[config.mk]
export PLATFORM = sky130hd
export DESIGN_NAME = button_event_reporter
export DESIGN_NICKNAME = d
export VERILOG_FILES = /design/src/rtl/button_event_reporter.sv
export SDC_FILE = /design/constraint.sdc
export NUM_CORES = 1
export LEC_CHECK = 0
export BUFFER_PORTS_ARGS = -buffer_cell sky130_fd_sc_hd__buf_2
export CORE_AREA = 2 2 122 101
export CTS_CLUSTER_SIZE = 12
export DETAILED_ROUTE_END_ITERATION = 8
export DIE_AREA = 0 0 124 103
export HOLD_SLACK_MARGIN = 0.05
export PLACE_DENSITY = 0.88
export SETUP_SLACK_MARGIN = 0.2
export SLEW_MARGIN = 20
export SYNTH_ARGS = -nofsm -noshare
export SYNTH_HDL_FRONTEND = slang
export SYNTH_SLANG_ARGS = --single-unit
[constraint.sdc]
create_clock -name ti_clk -period 6.6 [get_ports ti_clk]
set_clock_uncertainty 0.15 [all_clocks]
set_input_delay 0.99 -clock ti_clk [delete_from_list [all_inputs] [get_ports ti_clk]]
set_output_delay 0.99 -clock ti_clk [all_outputs]
set_load 0.02 [all_outputs]
[src/rtl/button_event_reporter.sv]
// rtl/button_event_reporter.sv - debounced button press flags, counters and snapshots for host WireOut/TriggerOut
// Optional macro BTN_OVERFLOW_EN: saturating counters with sticky overflow flags (default: wrapping counters).
module button_event_reporter #(
    parameter int N_BUTTONS       = 4,
    parameter int DEBOUNCE_CYCLES = 48000,
    parameter int CNT_W           = 8
) (
    input  logic                       ti_clk,
    input  logic                       reset,
    input  logic [N_BUTTONS-1:0]       button,
    input  logic                       ack_valid,
    input  logic [N_BUTTONS-1:0]       ack_mask,
    input  logic                       snapshot_req,
    output logic [N_BUTTONS-1:0]       press_pulse,
    output logic [15:0]                ep_status,
    output logic [N_BUTTONS*CNT_W-1:0] cnt_snapshot,
    output logic [N_BUTTONS-1:0]       ovf_flags
);

    localparam int DW = (DEBOUNCE_CYCLES > 1) ? $clog2(DEBOUNCE_CYCLES) : 1;
    localparam logic [DW-1:0] DCNT_LAST = DW'(DEBOUNCE_CYCLES - 1);

    logic [N_BUTTONS-1:0] sync_q1;
    logic [N_BUTTONS-1:0] synced;
    logic [N_BUTTONS-1:0] stable;
    logic [N_BUTTONS-1:0] stable_d;
    logic [N_BUTTONS-1:0] sticky;
    logic [N_BUTTONS-1:0] press;
    logic [N_BUTTONS-1:0] ack_hit;
    logic [DW-1:0]        dcnt     [N_BUTTONS];
    logic [CNT_W-1:0]     press_cnt[N_BUTTONS];

    assign press   = stable & ~stable_d;
    assign ack_hit = ack_valid ? ack_mask : '0;

    // Inverting ahead of the flops keeps the cleared state equal to "released".
    always_ff @(posedge ti_clk) begin
        if (reset) begin
            sync_q1 <= '0;
            synced  <= '0;
        end else begin
            sync_q1 <= ~button;
            synced  <= sync_q1;
        end
    end

    always_ff @(posedge ti_clk) begin
        if (reset) begin
            stable <= '0;
            for (int i = 0; i < N_BUTTONS; i++) begin
                dcnt[i] <= '0;
            end
        end else begin
            for (int i = 0; i < N_BUTTONS; i++) begin
                if (synced[i] == stable[i]) begin
                    dcnt[i] <= '0;
                end else if (dcnt[i] == DCNT_LAST) begin
                    stable[i] <= synced[i];
                    dcnt[i]   <= '0;
                end else begin
                    dcnt[i] <= dcnt[i] + 1'b1;
                end
            end
        end
    end

`ifdef BTN_OVERFLOW_EN
    localparam logic [CNT_W-1:0] CNT_MAX = '1;
    logic [N_BUTTONS-1:0] ovf_q;

    assign ovf_flags = ovf_q;
`else
    assign ovf_flags = '0;
`endif

    always_ff @(posedge ti_clk) begin
        if (reset) begin
            stable_d     <= '0;
            press_pulse  <= '0;
            sticky       <= '0;
            cnt_snapshot <= '0;
            for (int i = 0; i < N_BUTTONS; i++) begin
                press_cnt[i] <= '0;
            end
`ifdef BTN_OVERFLOW_EN
            ovf_q <= '0;
`endif
        end else begin
            stable_d    <= stable;
            press_pulse <= press;
            sticky      <= (sticky & ~ack_hit) | press;
            for (int i = 0; i < N_BUTTONS; i++) begin
                // Snapshot sees the counter before this edge's press/ack.
                if (snapshot_req) begin
                    cnt_snapshot[i*CNT_W +: CNT_W] <= press_cnt[i];
                end
                if (ack_hit[i]) begin
                    press_cnt[i] <= press[i] ? CNT_W'(1) : '0;
`ifdef BTN_OVERFLOW_EN
                    ovf_q[i] <= 1'b0;
`endif
                end else if (press[i]) begin
`ifdef BTN_OVERFLOW_EN
                    if (press_cnt[i] == CNT_MAX) begin
                        ovf_q[i] <= 1'b1;
                    end else begin
                        press_cnt[i] <= press_cnt[i] + 1'b1;
                    end
`else
                    press_cnt[i] <= press_cnt[i] + 1'b1;
`endif
                end
            end
        end
    end

    always_comb begin
        ep_status = '0;
        ep_status[N_BUTTONS-1:0]  = sticky;
        ep_status[8 +: N_BUTTONS] = stable;
    end

endmodule

==> run summary <==
Outcome -> completed
Sequential fraction of the synthesis area -> 0.572
First-pass GRT wire length -> 21600 um
Gpl congestion -> 0.869
Root Driver -> clkbuf_16
DR vias/cell -> 5.28
Endpoints failing hold -> 0
WL/cell -> 14.5 um
Power per cell area -> 266 nW/um^2
DRT antenna net count -> 0
Vias in the first global route -> 4613
Share of cells above drive strength 1 -> 0.123
Met2 Use GR -> 0.366
DRC errors left -> 0
Resized cells post-CTS -> 0
H-tree depth -> 4
Die width -> 124 um
Synth Warn # -> 0
Post-synth cell types -> 44
Synth Area in Compound Gates -> 0.0236
RR Endpoint -> dcnt[3][9]$_SDFFCE_PN0P_
Cell area after synthesis -> 7000 um^2
Fin nets -> 785
Critical Path RT -> 6.60 ns
CTS Buf Count -> 17
CTS Sinks -> 152
Post-synthesis mux area share -> 0.0506
Static leakage -> 0.00324 uW
Setup repair after global routing missed its margin -> false
Reg-to-reg slack, setup -> 4.02 ns
Via Count -> 4913
Adder-cell share of the synthesized area -> 0.0143
Pre-Repair DR Iteration Count -> 7
Grt ovf -> 0
Largest net degree at the start of global routing -> 62
Largest family of logic cells by synthesized area -> simple AND/OR/NAND/NOR gates
Top-Level Pins -> 68
Initial DRC count -> 440
Type of origin of the critical path -> flip-flop
Detailed Place HPWL -> 9130 um
Die height -> 103 um
TritonCTS clock tree -> built
Crit-path max FO -> 14
Crit path from -> dcnt[3][0]$_SDFFCE_PN0P_
Worst slew margin -> 0.347
Clk slew on worst S/H paths -> 0.06 ns
Max-cap violations -> 0
CORE AREA -> 11700 um^2
Worst-Skew Late Latency -> 0.43 ns
Critical path endpoint -> dcnt[3][9]$_SDFFCE_PN0P_
Simple-Gate Fraction of Synth Area -> 0.211
Layout area overhead -> 16.8%
M1 GR Usage -> 0.279
CP max-delay cell -> or2_0
Worst path max stage delay -> 0.64 ns
Crit path cell chain -> ha_1 -> nand4_1 -> nor4_2 -> or2_0 -> nor2_1
Number of setup buffers added after CTS -> 0
GR Layer Usage met3 -> 0.0631
Initial Util -> 0.597
Type of the worst setup path -> reg -> reg
Post-layout util -> 0.698
Antenna violations before repair -> 0
Final setup violation count -> 0
Post-cts hold buffer count -> 0
GRT Total Usage -> 0.223
Tmin final -> 2.58 ns
Mapped Avg Cell Area -> 10.8 um^2
Total Neg Setup Slack -> 0 ns
Die area -> 12800 um^2
I/O Buffers -> 55
Max IR drop VDD -> 0.000188 V
Longest Clk Path Bufs -> 2
Final Cycle Share -> 0.391
# rows -> 36
CP arrival -> 2.58 ns
Worst-margin pin slew -> 0.979 ns
Worst r2r src -> dcnt[3][0]$_SDFFCE_PN0P_
XOR/XNOR Fraction of Synth Area -> 0.0964
Reg2reg path depth -> 5
Mapped Cells -> 646
HP Class -> reg -> reg
Max Freq -> 0.388 GHz
Max Slew Vio Count -> 0
Total Wirelength -> 13500 um
Worst Setup End Kind -> flip-flop
Inserted Diodes -> 0
Post-synthesis sequential element count -> 152
GRT busiest layer -> met2
cells by family after synthesis:
family	Yosys count
XOR/XNOR	77
AO/OA/AOI/OAI	27
multiplexers	35
other	2
AND/OR/NAND/NOR	304
buffers and inverters	41
adder cells (fa/ha/maj)	8
flip-flops	152
power by group:
group          switching [uW]  internal [uW]
registers                37.8           1050
logic                    70.0           39.3
clock network             381            598
total                     489           1680
registers in the layout, summed over array words and instances (netlist names):
signal        count
dcnt             64
cnt_snapshot     32
press_cnt        32
press_pulse       4
stable            4
stable_d          4
sticky            4
sync_q1           4
synced            4
worst min-delay path by stage:
stage	depth (start not counted)	from	slack [ns]	to
3_3_place_gp	1	sync_q1[3]$_SDFF_PP0_	0.27	synced[3]$_SDFF_PP0_
6_report	1	sync_q1[1]$_SDFF_PP0_	0.29	synced[1]$_SDFF_PP0_
5_1_grt	1	sync_q1[2]$_SDFF_PP0_	0.31	synced[2]$_SDFF_PP0_
4_1_cts	1	sync_q1[1]$_SDFF_PP0_	0.29	synced[1]$_SDFF_PP0_
2_1_floorplan	1	sync_q1[0]$_SDFF_PP0_	0.26	synced[0]$_SDFF_PP0_
3_5_place_dp	1	sync_q1[1]$_SDFF_PP0_	0.28	synced[1]$_SDFF_PP0_
cells in the mapped netlist (all sizes together):
master	count	area share
nor2	129	0.069
edfxtp	96	0.41
dfxtp	56	0.16
nand3	43	0.033
xnor2	42	0.053
xor2	35	0.044
nand2	34	0.018
mux2i	32	0.046
buf	26	0.023
nand4	18	0.016
nor4	17	0.016
and3	14	0.013
a21oi	12	0.0091
inv	11	0.0059
nor2b	10	0.0089
nor3	10	0.0072
nand2b	9	0.0080
ha	8	0.014
o21ai	5	0.0036
or3	5	0.0046
or4	5	0.0059
clkbuf	4	0.0023
a211oi	3	0.0032
a21o	3	0.0032
mux2	3	0.0048
o31ai	3	0.0032
or2	3	0.0027
conb	2	0.0011
or4b	2	0.0029
a31o	1	0.0013
and2	1	0.00089
and4	1	0.0013
nand3b	1	0.0011
nand4b	1	0.0013
nand4bb	1	0.0016
layer usage:
metal	share of wire	vias up
met1	0.45	2329
met5	0	-
li1	-	2435
met2	0.48	120
met3	0.042	29
met4	0.021	0
worst max-delay path: cells and delay by family (launching register included):
kind,cells,cell delay [ns]
simple gates,4,1.28
fa+ha+maj,1,0.37
flops,1,0.50
layout by cell type, fill, tap and decap left out, types with 2 or more instances in the layout:
cell type / count
nor2_1: 129
mux2_2: 3
or3_1: 4
o21ai_0: 5
xnor2_1: 42
clkinv_4: 3
nand2b_1: 9
nor3_1: 10
nand2_1: 34
a21o_1: 3
nor2b_1: 10
buf_2: 55
mux2i_1: 32
inv_1: 11
clkinv_2: 7
a211oi_1: 3
or4b_1: 2
clkbuf_16: 19
edfxtp_1: 96
xor2_1: 35
nand4_1: 18
a21oi_1: 11
ha_1: 8
dfxtp_1: 56
and3_1: 14
o31ai_1: 3
or2_1: 2
conb_1: 76
or4_1: 4
nor4_1: 16
bufinv_16: 2
nand3_1: 42
metrics by stage:
stage / hold slack, ns / total power, uW / worst slack (ns) / instances / area, um^2
floorplan: 0.264 / 1180 / 4.30 / 720 / 7270
global placement: 0.271 / 1200 / 3.88 / 898 / 7570
detailed placement: 0.281 / 1210 / 3.78 / 898 / 7570
CTS: 0.295 / 2180 / 4.02 / 930 / 8170
global route: 0.309 / 2240 / 3.87 / 930 / 8170
finish: 0.287 / 2170 / 4.02 / 930 / 8170
cell type report:
cell class / instances / area (um^2)
sequential: 152 / 4000
fill: 834 / 3540
multi-input combinational: 527 / 3060
clock buffer: 20 / 479
timing repair buffer: 56 / 283
tap: 152 / 190
clock inverter: 12 / 121
inverter: 11 / 41.3
Power figures use the tool's default switching activity.
